--- src/rtl/bsg_acm_pkg.sv ---
// Shared types for the ACM core sharing logic.
// Contents:
//   bsg_acm_arb_state_e : job arbiter state (IDLE, SEND, RECV)
//   max_int             : elaboration-time helper for counter sizing
package bsg_acm_pkg;

  typedef enum logic [1:0] {
    IDLE = 2'd0,
    SEND = 2'd1,
    RECV = 2'd2
  } bsg_acm_arb_state_e;

  function automatic int max_int(input int a, input int b);
    return (a > b) ? a : b;
  endfunction

endpackage

--- src/rtl/bsg_acm_rr_pick.sv ---
// Combinational round-robin picker. The search starts at last_i+1 and wraps,
// so the most recently served requester has the lowest priority.
// Ports:
//   req_i      : request vector, one bit per requester
//   last_i     : index of the most recently served requester
//   grant_oh_o : one-hot grant (all zero when there is no request)
//   grant_id_o : index of the granted requester
//   any_o      : at least one request is present
module bsg_acm_rr_pick #(
  parameter  int num_p = 4,
  localparam int id_w  = $clog2(num_p)
) (
  input  logic [num_p-1:0] req_i,
  input  logic [id_w-1:0]  last_i,
  output logic [num_p-1:0] grant_oh_o,
  output logic [id_w-1:0]  grant_id_o,
  output logic             any_o
);

  logic            found;
  logic [id_w-1:0] idx;

  assign any_o = |req_i;

  always_comb begin
    grant_oh_o = '0;
    grant_id_o = '0;
    found      = 1'b0;
    idx        = '0;
    // i runs 1..num_p so last_i itself is visited last
    for (int i = 1; i <= num_p; i++) begin
      idx = id_w'((int'(last_i) + i) % num_p);
      if (!found && req_i[idx]) begin
        found           = 1'b1;
        grant_oh_o[idx] = 1'b1;
        grant_id_o      = idx;
      end
    end
  end

endmodule

--- src/rtl/bsg_acm_client_arbiter.sv ---
// Shares one ACM encryptor core between num_clients_p requesters. A granted
// client owns the core for a whole job: in_words_p words in, out_words_p words
// out, then arbitration moves on round-robin. Data/valid/ready/yumi paths are
// combinational; only state, counter and grant are registered.
// Ports:
//   clk_i, reset_i         : clock, async active-high reset
//   cl_data_i/cl_v_i       : per-client input words and valids
//   cl_ready_o             : per-client input ready
//   cl_data_o/cl_v_o       : shared result word, per-client result valid
//   cl_yumi_i              : per-client result consume
//   core_data_o/core_v_o   : word/valid to the core, core_ready_i back
//   core_data_i/core_v_i   : result from the core, core_yumi_o back
//   busy_o                 : a job is in flight
//   grant_id_o             : current or last granted client
//
// state | meaning
// IDLE  | no job; pick next requester after last_q
// SEND  | forwarding the granted client's words to the core
// RECV  | routing core results back to the granted client
module bsg_acm_client_arbiter
  import bsg_acm_pkg::*;
#(
  parameter  int num_clients_p = 4,
  parameter  int in_words_p    = 2,
  parameter  int out_words_p   = 1,
  localparam int id_w          = $clog2(num_clients_p)
) (
  input  logic                            clk_i,
  input  logic                            reset_i,
  input  logic [num_clients_p-1:0][63:0]  cl_data_i,
  input  logic [num_clients_p-1:0]        cl_v_i,
  output logic [num_clients_p-1:0]        cl_ready_o,
  output logic [63:0]                     cl_data_o,
  output logic [num_clients_p-1:0]        cl_v_o,
  input  logic [num_clients_p-1:0]        cl_yumi_i,
  output logic [63:0]                     core_data_o,
  output logic                            core_v_o,
  input  logic                            core_ready_i,
  input  logic [63:0]                     core_data_i,
  input  logic                            core_v_i,
  output logic                            core_yumi_o,
  output logic                            busy_o,
  output logic [id_w-1:0]                 grant_id_o
);

  localparam int cnt_w = $clog2(max_int(in_words_p, out_words_p) + 1);
  localparam logic [cnt_w-1:0] in_last_lp  = cnt_w'(in_words_p - 1);
  localparam logic [cnt_w-1:0] out_last_lp = cnt_w'(out_words_p - 1);

  bsg_acm_arb_state_e         state_q;
  logic [cnt_w-1:0]           cnt_q;
  logic [id_w-1:0]            grant_q;
  logic [num_clients_p-1:0]   grant_oh_q;
  logic [id_w-1:0]            last_q;

  logic [num_clients_p-1:0]   pick_oh;
  logic [id_w-1:0]            pick_id;
  logic                       pick_any;
  logic                       in_send;
  logic                       in_recv;

  bsg_acm_rr_pick #(.num_p(num_clients_p)) u_pick (
    .req_i      (cl_v_i),
    .last_i     (last_q),
    .grant_oh_o (pick_oh),
    .grant_id_o (pick_id),
    .any_o      (pick_any)
  );

  assign in_send = (state_q == SEND);
  assign in_recv = (state_q == RECV);

  // Muxes follow grant_q even when idle, so reset presents client 0's word.
  assign core_data_o = cl_data_i[grant_q];
  assign core_v_o    = in_send & cl_v_i[grant_q];
  assign cl_ready_o  = grant_oh_q & {num_clients_p{in_send & core_ready_i}};
  assign cl_data_o   = core_data_i;
  assign cl_v_o      = grant_oh_q & {num_clients_p{in_recv & core_v_i}};
  // Yumi from non-granted clients is masked by the one-hot grant.
  assign core_yumi_o = in_recv & core_v_i & (|(cl_yumi_i & grant_oh_q));
  assign busy_o      = (state_q != IDLE);
  assign grant_id_o  = grant_q;

  always_ff @(posedge clk_i or posedge reset_i) begin
    if (reset_i) begin
      state_q    <= IDLE;
      cnt_q      <= '0;
      grant_q    <= '0;
      grant_oh_q <= num_clients_p'(1);
      last_q     <= id_w'(num_clients_p - 1);
    end else begin
      case (state_q)
        IDLE: begin
          if (pick_any) begin
            grant_q    <= pick_id;
            grant_oh_q <= pick_oh;
            cnt_q      <= '0;
            state_q    <= SEND;
          end
        end
        SEND: begin
          if (core_v_o && core_ready_i) begin
            if (cnt_q == in_last_lp) begin
              cnt_q   <= '0;
              state_q <= RECV;
            end else begin
              cnt_q <= cnt_q + 1'b1;
            end
          end
        end
        RECV: begin
          if (core_yumi_o) begin
            if (cnt_q == out_last_lp) begin
              cnt_q   <= '0;
              last_q  <= grant_q;
              state_q <= IDLE;
            end else begin
              cnt_q <= cnt_q + 1'b1;
            end
          end
        end
        default: state_q <= IDLE;
      endcase
    end
  end

endmodule

--- config.mk ---
export PLATFORM = sky130hd
export DESIGN_NAME = bsg_acm_client_arbiter
export DESIGN_NICKNAME = d
export VERILOG_FILES = /design/src/rtl/bsg_acm_pkg.sv /design/src/rtl/bsg_acm_rr_pick.sv /design/src/rtl/bsg_acm_client_arbiter.sv
export SDC_FILE = /design/constraint.sdc
export NUM_CORES = 1
export LEC_CHECK = 0
export ABC_AREA = 0
export ABC_CLOCK_PERIOD_IN_PS = 2200
export CELL_PAD_IN_SITES_DETAIL_PLACEMENT = 1
export CELL_PAD_IN_SITES_GLOBAL_PLACEMENT = 1
export CORE_AREA = 2 2 185 187
export DETAILED_ROUTE_END_ITERATION = 8
export DIE_AREA = 0 0 187 189
export PLACE_DENSITY_LB_ADDON = 0.1
export SYNTH_ARGS = -nofsm -noshare
export SYNTH_HDL_FRONTEND = slang
export SYNTH_SLANG_ARGS = --single-unit
--- constraint.sdc ---
create_clock -name clk_i -period 2.2 [get_ports clk_i]
set_clock_uncertainty 0.05 [all_clocks]
set_input_delay 0.44 -clock clk_i [delete_from_list [all_inputs] [get_ports clk_i]]
set_output_delay 0.44 -clock clk_i [all_outputs]
set_load 0.01 [all_outputs]
# Word level (Yosys, flattened, before mapping)
# Cells that the tools add are included.
[totals] regBits=12 latchBits=0 mem_bits_rw=0 romBits=0 inputBits=332 out_inout_bits=141 word_cells=101 n_memories=0
[classes] add_sub_neg=5 multipliers=0 div=0 order_cmp=9 eq_ne=8 shifts=0 mux=43 bitwise_logic=10 n_reduce_logical=21
[op_table] cell="$bmux 64 s2" n=1
[op_table] cell="$mux 64" n=1
[op_table] cell="$mux 2" n=14
[op_table] cell="$mux 4" n=4
[op_table] cell="$lt 2x3->1 const B" n=5
[op_table] cell="$and 4x4->4" n=3
[op_table] cell="$mux 1" n=12
[op_table] cell="$or 4x4->4" n=3
[op_table] cell="$pmux 2 s3" n=2
[op_table] cell="$bmux 1 s2" n=5
[op_table] cell="$demux 1 s2" n=4
[op_table] cell="$ge 2x1->1 const B" n=4
[op_table] cell="$logic_and 1x1->1" n=8
[op_table] cell="$reduce_or 4->1" n=2
[op_table] cell="$add 2x1->2 const B" n=3
[op_table] cell="$ne 2x1->1 const B" n=3
[op_table] cell="$reduce_and 5->1" n=1
[op_table] cell="$add 2x2->2 const B" n=2
[op_table] cell="$and 1x1->1" n=4
[op_table] cell="$eq 2x1->1 const B" n=2
[op_table] cell="$logic_not 2->1" n=2
[op_table] cell="$ne 2x2->1 const B" n=2
[op_table] cell="$reduce_and 4->1" n=1
[op_table] cell="$logic_not 1->1" n=3
[op_table] cell="other kinds (5)" n=5

# Logic depth before layout (Yosys ltp)
[logic_depth] depth_word=13 depth_mapped=8 ltp_nobuf=6

# Modules after synthesis
# From an unflattened synthesis, not the netlist that was laid out.
[hier_totals] hier_cells=297 area_unflattened_um2=3437.0
[by_module_without_submodules] mod="bsg_acm_client_arbiter" instances=1 cells_each=215 area_each_um2=2806.4 seq_area_each_um2=304.0
[by_module_without_submodules] mod="bsg_acm_rr_pick" instances=1 cells_each=82 area_each_um2=630.6 seq_area_each_um2=0.0

# Least setup slack after synthesis
# Ideal clock, no wire load.
[synth_path] path_type="register to output" start="register grant_q[0] (netlist: grant_id_o[0])" end="output core_data_o[25]" arrival_time_ns=1.658 t_required_ns=1.710 setup_slack_ns=0.052 path_stages_with_launch=5 n_path_buf=3 cell_sequence="dfrtp_1 clkbuf_1 buf_2 buf_2 mux4_2"
[synth_between] elab_chain_len=2
[synth_lines] element="start: declaration" line="bsg_acm_client_arbiter.sv:52" source="logic [id_w-1:0] grant_q;"
[synth_lines] element="start signal: assignment" line="bsg_acm_client_arbiter.sv:95" source="grant_q <= pick_id;"
[synth_lines] element="$bmux 64 s2" line="bsg_acm_client_arbiter.sv:74" source="assign core_data_o = cl_data_i[grant_q];"
[synth_lines] element="$mux 64 (implied by the code)" line="bsg_acm_client_arbiter.sv:74"
[synth_lines] element="end: declaration" line="bsg_acm_client_arbiter.sv:36" source="output logic [63:0] core_data_o,"
# Every way passes these cells. The select of a mux whose other input is x is not followed.

# Final worst setup path
[layout_path] start="register grant_q[0] (netlist: grant_id_o[0])" end="output core_data_o[17]"
# The elaborated chain is that of the path after synthesis.

==> flow_metrics.env <==
export IMPL_hold_buffers=0
export IMPL_cts_buffer_depth=2
export IMPL_die_h_um=189
export IMPL_max_slew_worst_pin_slew_ps=526
export IMPL_die_area_sq_um=35300
export IMPL_core_area_sq_um=33300
export IMPL_clk_pin_slew_ps=50
export IMPL_dp_slack_ps=-569
export IMPL_layout_drive_gt1_share_pct=36.3
export IMPL_grt_pass1_wl_mm=34.2
export IMPL_crit_arrival_ps=1780
export IMPL_path_cells="buf_12, buf_12, mux4_2, buf_6"
export IMPL_final_common_cell="clkdlybuf4s50_1"
export IMPL_start_util_pct=9.53
export IMPL_hold_path_class="in -> async"
export IMPL_boundaryPins=473
export IMPL_dp_hpwl_mm=21.4
export IMPL_syn_area_per_cell_sq_um=11.7
export IMPL_cts_sinks=12
export IMPL_grtUsageTotal_pct=13.6
export IMPL_ys_ff_latch=12
export IMPL_port_buffers=344
export IMPL_drtIter0Drc=98
export IMPL_whs_ps=492
export IMPL_synth_cell_types=37
export IMPL_crit_fanout=6
export IMPL_relSlewSlack_pct=64.9
export IMPL_diodes=0
export IMPL_yosys_warnings=0
export IMPL_crit_family="multiplexers"
export IMPL_via_per_inst=3.64
export IMPL_num_vias=3768
export IMPL_cp_required_ps=1710
export IMPL_cap_viol_max_count=0
export IMPL_setup_violations=11
export IMPL_crit_slowest_cell="mux4_2"
export IMPL_rsz0062_at_grt="true"
export IMPL_cts_tree="yes"
export IMPL_first_pass_iters=4
export IMPL_grt_overflow=0
export IMPL_dieWidth_um=187
export IMPL_max_clock_freq_mhz=441
export IMPL_finalHoldViolations=0
export IMPL_max_stage_delay_ps=610
export IMPL_path_common_cell="buf_12"
export IMPL_routedWlPerCell_um=24.2
export IMPL_final_cell_mix="clkdlybuf4s50_1 (266), mux4_2 (66), buf_6 (40)"
export IMPL_min_period_ps=2270
export IMPL_nets=935
export IMPL_synth_nets=618
export IMPL_root_buffer="clkbuf_16"
export IMPL_power_w=0.00759
export IMPL_criticalPathCategory="reg -> out"
export IMPL_routed_wl_mm=25.0
export IMPL_violations="setup timing"
export IMPL_drv_slew=0
export IMPL_synthCells=271
export IMPL_crit_buf_inv=3
export IMPL_cts_buffers=3
export IMPL_antenna_found_initial=3
export IMPL_htreeDepth=1
export IMPL_synth_seq_area_share_pct=9.59
export IMPL_grt_pass1_vias=4262
export IMPL_critical_path_endpoint_type="output port"
export IMPL_rows=67
export IMPL_p_leak_nw=2.78
export IMPL_drc=0
export IMPL_fin_crit_sh_pct=103
export IMPL_syn_area_sq_um=3170
export IMPL_syn2layout_area_growth_pct=131
export IMPL_p_per_area_nw_per_um2=1040
export IMPL_critPathLaunchType="flop"
export IMPL_status="finished with violations"
export IMPL_clk_latency_ps=250
export IMPL_gp_congestion=0.936
export IMPL_ant_nets=0
export IMPL_setup_ws_ps=-68.1
export IMPL_vdd_drop_max_mv=0.322
export IMPL_grt_max_degree=28
## cells in the mapped netlist, drive strengths merged
cell type  instances  area share (%)
and3b              1            0.28
nand2b             1            0.20
and2               2            0.39
nand2             11             1.3
nor2              13             1.5
o32ai              1            0.28
a22oi              2            0.47
ha                15             5.9
nand3b             1            0.24
mux4              66              47
dfrtp              9             7.1
nor4               1            0.20
a22o               2            0.55
mux2               4             1.4
or3b               1            0.36
nand3              2            0.32
and3               9             1.8
buf               75              17
o21bai             1            0.59
a211oi             2            0.79
a21oi             12             2.0
a2111oi            1            0.87
inv               11             1.3
dfstp              3             2.5
mux2i              6             1.9
or3                1            0.24
a221oi             5             1.6
o21ai              4            0.63
or2                1            0.20
clkbuf             7            0.83
o31ai              1            0.24
## where the power goes
part           internal (W)  total, W  switching (W)
combinational       0.00384   0.00673        0.00289
sequential         0.000355  0.000476       0.000121
clock              0.000276  0.000388       0.000112
## worst register-to-register path: cells and delay by family (launching register included)
kind / cells / cell delay [ps]
simple gates: 1 / 60
compound gates: 2 / 530
mux: 2 / 630
buf+inv: 2 / 280
flops: 1 / 510
## metal layers
metal / up-vias / wire length (um) / part of all wire [%] / GRT usage (%)
li1: 1638 / - / - / -
met1: 1897 / 10300 / 41 / 16.5
met2: 213 / 12600 / 50 / 24.0
met3: 16 / 1970 / 7.9 / 4.41
met4: 4 / 125 / 0.50 / 1.56
met5: - / 26 / 0.10 / 0
## worst paths after layout
path	end	cells after the start	start	slack (ps)
max	core_data_o[17]	4	grant_id_o[0]	-70
min	grant_oh_q[3]	2	reset_i	490
max reg2reg	state_q[1]	7	grant_id_o[0]	40
min reg2reg	cnt_q[1]	2	cnt_q[1]	570
max in group asynchronous	grant_id_o[0]	2	reset_i	1210
min in group clk_i	cnt_q[1]	2	cnt_q[1]	570
## stage by stage
| stage | area (sq um) | instances | utilization (%) | TNS (ps) |
|---|---|---|---|---|
| after global placement | 6970 | 1018 | 20.9 | -14830 |
| final | 7310 | 1035 | 22.0 | -308 |
| after global routing | 7310 | 1035 | 22.0 | -1160 |
| after detailed placement | 6970 | 1018 | 20.9 | -14940 |
| after CTS | 7120 | 1031 | 21.4 | -1800 |
| after floorplan | 3170 | 271 | - | 0 |
## state kept, by name, summed over array words and instances, names as in the netlist
signal,cells
cnt_q,2
last_q,2
grant_oh_q,4
grant_id_o,2
state_q,2
## layout make-up
type / count / area [sq um]
Clock buffer: 4 / 88.8
Fill cell: 3793 / 26000
Inverter: 11 / 41.3
Multi-Input combinational cell: 166 / 2320
Sequential cell: 12 / 310
Tap cell: 448 / 561
Timing Repair Buffer: 394 / 3990
## repair_timing
item,CTS,global route
resized for setup,292,73
setup buffers,5,3
pin swaps,2,5
setup endpoints to repair,81,62
cloned,4,2
## kinds of logic (layout without fill, tap and decap cells)
group | Yosys count | count (layout) | synth area share, %
AOI/OAI and AO/OA | 31 | 31 | 8.01
adders and majority gates | 15 | 15 | 5.92
buffers and inverters | 93 | 409 | 19.0
DFF | 12 | 12 | 9.59
muxes | 76 | 76 | 50.4
and+or+nand+nor | 44 | 44 | 7.02
(Power assumes the default switching activity.)
==> RTL edit 1, RTL diff (same flow settings) <==
The 3 states of `bsg_acm_arb_state_e` get a one-hot encoding in 3 bits.
--- a/src/rtl/bsg_acm_pkg.sv
+++ b/src/rtl/bsg_acm_pkg.sv
@@ -6,6 +6,6 @@
 
-  typedef enum logic [1:0] {
-    IDLE = 2'd0,
-    SEND = 2'd1,
-    RECV = 2'd2
+  typedef enum logic [2:0] {
+    IDLE = 3'b001,
+    SEND = 3'b010,
+    RECV = 3'b100
   } bsg_acm_arb_state_e;
Formal check against the unedited RTL: no difference found for any inputs over 4 cycles, from zero or initial values and one cycle with reset_i high; so few cycles prove little.
==> RTL edit 1 against the unedited design <==
- the run still ends with negative setup slack left
- routed wire length down 7.9%
- critical path depth rose by 1
- global-route usage is 1.2 points lower
- sequential cell count increased by 1
- largest power group unchanged
- cell count down 0.19%
- non-clock buffer count is 6 higher
- via count rose by 0.29%
- synthesized area is 0.83% higher
- cell area grew 0.60%
- worst setup slack worse by 0.025 ns
- total power fell by 3.5%
- synthesized cell count fell by 3.0%
==> RTL edit 1: results (changes against the unedited design) <==
outcome: "finished, violations left"
failed_checks: "negative setup slack"
tns_ns: -1.678  # -1.370 ns
power_switching_uw: 2897  # -7.1%
yosysSeqAreaShare_pct: 10.33  # +0.74 points
grt_pass1_vias: 4365  # +2.4%
instances_no_fill: 1033  # -0.19%
final_layout_size_suffix_gt1_share_pct: 36.92  # +0.64 points
worstPathMaxFanout: 8  # +2
setup_slack_ns: -0.09317  # -0.02508 ns
wl_per_cell_um: 22.32  # -7.7%
grt_max_degree: 32  # +14%
max-vdd-ir-drop_mv: 0.3074  # -4.4%
r2r-start: "last_q[1]"
netlist-cell-type-count: 39  # +5.4%
antenna_found_initial: 1  # -2
cp.arrival_ns: 1.80  # +0.02 ns
hold_class: "register to register"
reg2reg_depth: 6  # -1
setup_viol: 33  # +22
syn_area_per_cell_um2: 12.16  # +3.9%
rrSetupSlack_ns: 0.09  # +0.05 ns
grt_pass1_wl_um: 32130  # -6.0%
layout.nets: 929  # -0.64%
ys_top_cells_by_count: "68 x mux4_2, 64 x buf_4, 13 x nor2_1, 11 x ha_1"
gp_congestion: 0.9362  # about the same
dp_hpwl_um: 19650  # -8.4%
r2r_end: "grant_oh_q[3]"
synth_fp_nets: 606  # -1.9%
RTL edit 1: cell types whose count changed in the layout (fill, tap and decap cells not counted), sizes merged, moves of 6 or more:
| cell | unedited run | this run |
|---|---|---|
| a21oi | 12 | 3 |
| a22oi | 2 | 9 |
| buf | 108 | 120 |
| and2 | 2 | 8 |
| and3 | 9 | 3 |
RTL edit 1: worst max-delay path, cell delays in order, from the launching register on:
cell and delay, ns:
dfrtp_4 0.55, buf_4 0.17, buf_12 0.12, buf_16 0.14
mux4_2 0.44, buf_6 0.14
RTL edit 1: cells by family (layout without fill, tap and decap cells):
| family | count (synthesis) | after routing | synth area share (%) |
|---|---|---|---|
| AO/OA/AOI/OAI | 33 | 33 | 8.062 |
| AND/OR/NAND/NOR | 40 | 40 | 7.319 |
| multiplexers | 76 | 77 | 51.15 |
| buffers and inverters | 90 | 411 | 18.83 |
| flip-flops | 13 | 13 | 10.33 |
| adder cells (fa/ha/maj) | 11 | 11 | 4.305 |
RTL edit 1: worst min-delay path by stage:
stage                     depth (start not counted)        to  slack, ns  startpoint
after floorplan                                   1  cnt_q[0]       0.26     reset_i
after global placement                            1  cnt_q[1]       0.48    cnt_q[1]
after detailed placement                          1  cnt_q[1]       0.51    cnt_q[1]
after CTS                                         1  cnt_q[1]       0.52    cnt_q[1]
after global routing                              1  cnt_q[0]       0.54    cnt_q[0]
final                                             1  cnt_q[1]       0.51    cnt_q[1]
RTL edit 1: layer usage:
layer,track usage [%],up-vias,wire [µm]
li1,-,1635,-
met1,13.84,1893,8703
met2,22.29,241,11780
met3,5.968,8,2513
met4,0.7021,2,46
met5,0,-,13
RTL edit 1: what timing repair did:
item | CTS | global route
pin swaps | 1 | 0
setup buffers | 17 | 3
gates cloned | 4 | 1
gates resized for setup | 332 | 18
endpoints found under the setup margin | 76 | 71
RTL edit 1: power by group through the flow:
stage	clock network, µW	logic (µW)	registers (µW)
after floorplan	0	2940	453
after global placement	0	5970	521
after detailed placement	0	5990	528
after CTS	363	6600	544
after global routing	372	6900	561
final	345	6450	534
RTL edit 1: through the flow:
stage | setup WS (ns) | area [µm²] | util (%)
after floorplan | -0.05894 | 3209 | -
after CTS | -0.1634 | 7313 | 21.97
after detailed placement | -0.3843 | 7000 | 21.03
after global placement | -0.3935 | 7000 | 21.03
after global routing | -0.1477 | 7358 | 22.11
final | -0.09317 | 7358 | 22.11
RTL edit 1: area by class of cell:
class / count / area [µm²]
fill: 3812 / 25920
timing repair buffer: 400 / 4041
sequential: 13 / 337.8
inverter: 7 / 26.28
clock buffer: 4 / 78.83
multi-input combinational: 161 / 2313
tap: 448 / 560.5
==> RTL edit 2, RTL diff (same settings) <==
Made on the original files. The parameter `in_words_p` goes from 2 to 4.
--- a/src/rtl/bsg_acm_client_arbiter.sv
+++ b/src/rtl/bsg_acm_client_arbiter.sv
@@ -23,3 +23,3 @@
   parameter  int num_clients_p = 4,
-  parameter  int in_words_p    = 2,
+  parameter  int in_words_p    = 4,
   parameter  int out_words_p   = 1,
Behaviour: not the same (Yosys sat finds a counterexample within 4 cycles, from zero or initial values and one cycle with reset_i high).
==> RTL edit 2 against the unedited design <==
- worst setup slack better by 0.029 ns
- utilization down 0.24 points
- fmax up 1.3%
- cell area down 1.1%
- sequential cell count up 1
- the run still ends with negative setup slack left
- routed wire length down 6.7%
- synthesized area up 4.1%
- total power down 3.4%
==> RTL edit 2: results (changes against the unedited design) <==
drt_iter0_drc: 134  # +37%
num-multi-input-gates: 161  # -3.0%
multi_input_area_share_pct: 33.17  # +1.4 points
r2r-start: "grant_id_o[0]"
met3_usage_pct: 4.615  # +0.20 points
setup_viol: 14  # +3
antenna_found_initial: 1  # -2
met3_length_um: 1956  # -0.86%
antenna_cells: 1  # +1
use_met2_pct: 21.48  # -2.5 points
synth_fp_nets: 619  # +0.16%
grt_max_degree: 30  # +7.1%
cp.arrival_ns: 1.75  # -0.03 ns
fin_area_um2: 7236  # -1.1%
clock_area_share_pct: 1.089  # -0.13 points
gp_congestion: 0.8721  # -6.9%
final_layout_size_suffix_gt1_share_pct: 35.96  # -0.33 points
synth_fa_ha_area_share_pct: 6.447  # +0.53 points
netlist_instances: 270  # -0.37%
failed_checks: "negative setup slack"
max-vdd-ir-drop_mv: 0.2965  # -7.8%
seq_area_um2: 339.1  # +9.3%
synth_compound_area_share_pct: 8.570  # +0.56 points
post-place-cells: 1013  # -0.49%
setup_slack_ns: -0.03925  # +0.02884 ns
p_total_uw: 7334  # -3.4%
synthMuxAreaShare_pct: 50.55  # +0.12 points
numClockSinks: 13  # +1
worstPathMaxFanout: 3  # -3
dp_slack_ns: -0.3898  # +0.1790 ns
area_share_nonclk_buffers_pct: 52.53  # -2.0 points
nFillCells: 3792  # -0.026%
ys_top_cells_by_count: "68 x mux4_2, 64 x buf_4, 17 x ha_1, 13 x and3_1, 13 x inv_1"
dp_hpwl_um: 20080  # -6.4%
grt_pass1_wl_um: 32990  # -3.5%
p_clk_uw: 365  # -5.9%
netlist-cell-type-count: 39  # +5.4%
place_area_um2: 7094  # +1.8%
hold_class: "register to register"
wl_met2_um: 11250  # -11%
leakagePower_uw: 0.002900  # +4.2%
viasPerCell: 3.688  # +1.3%
outcome: "finished, violations left"
grt_use_total_pct: 12.69  # -0.89 points
layout.nets: 934  # -0.11%
reg2reg_depth: 9  # +2
powerComb_uw: 6460  # -4.0%
inv_count: 13  # +2
nNonClkBuffers: 393  # -0.25%
grt_pass1_vias: 4301  # +0.92%
top_layer: "met4"
rrSetupSlack_ns: -0.02  # -0.06 ns
grt.met1_usage_pct: 15.99  # -0.55 points
yosysSeqAreaShare_pct: 9.973  # +0.38 points
slew_headroom_pct: 55.92  # -9.0 points
vias: 3810  # +1.1%
-- RTL edit 2: worst max-delay path by stage --
stage | slack, ns | endpoint | start
6_report | -0.04 | core_v_o | grant_id_o[0]
4_1_cts | -0.05 | core_v_o | grant_id_o[0]
2_1_floorplan | -0.08 | grant_oh_q[1] | last_q[0]
5_1_grt | -0.11 | state_q[1] | cl_v_i[2]
3_3_place_gp | -0.41 | core_v_o | cl_v_i[3]
3_5_place_dp | -0.39 | grant_id_o[1] | cl_v_i[1]
-- RTL edit 2: worst max-delay path, cell delays in order (launching register included) --
cell	delay (ns)
dfrtp_4	0.50
buf_8	0.15
buf_6	0.12
buf_6	0.10
mux4_2	0.34
and2_4	0.19
buf_6	0.11
-- RTL edit 2: repair_timing --
action	4_1_cts	5_1_grt
pin swaps	2	3
buffers inserted	11	1
setup endpoints to repair	80	52
cloned	3	0
resized for setup	290	28
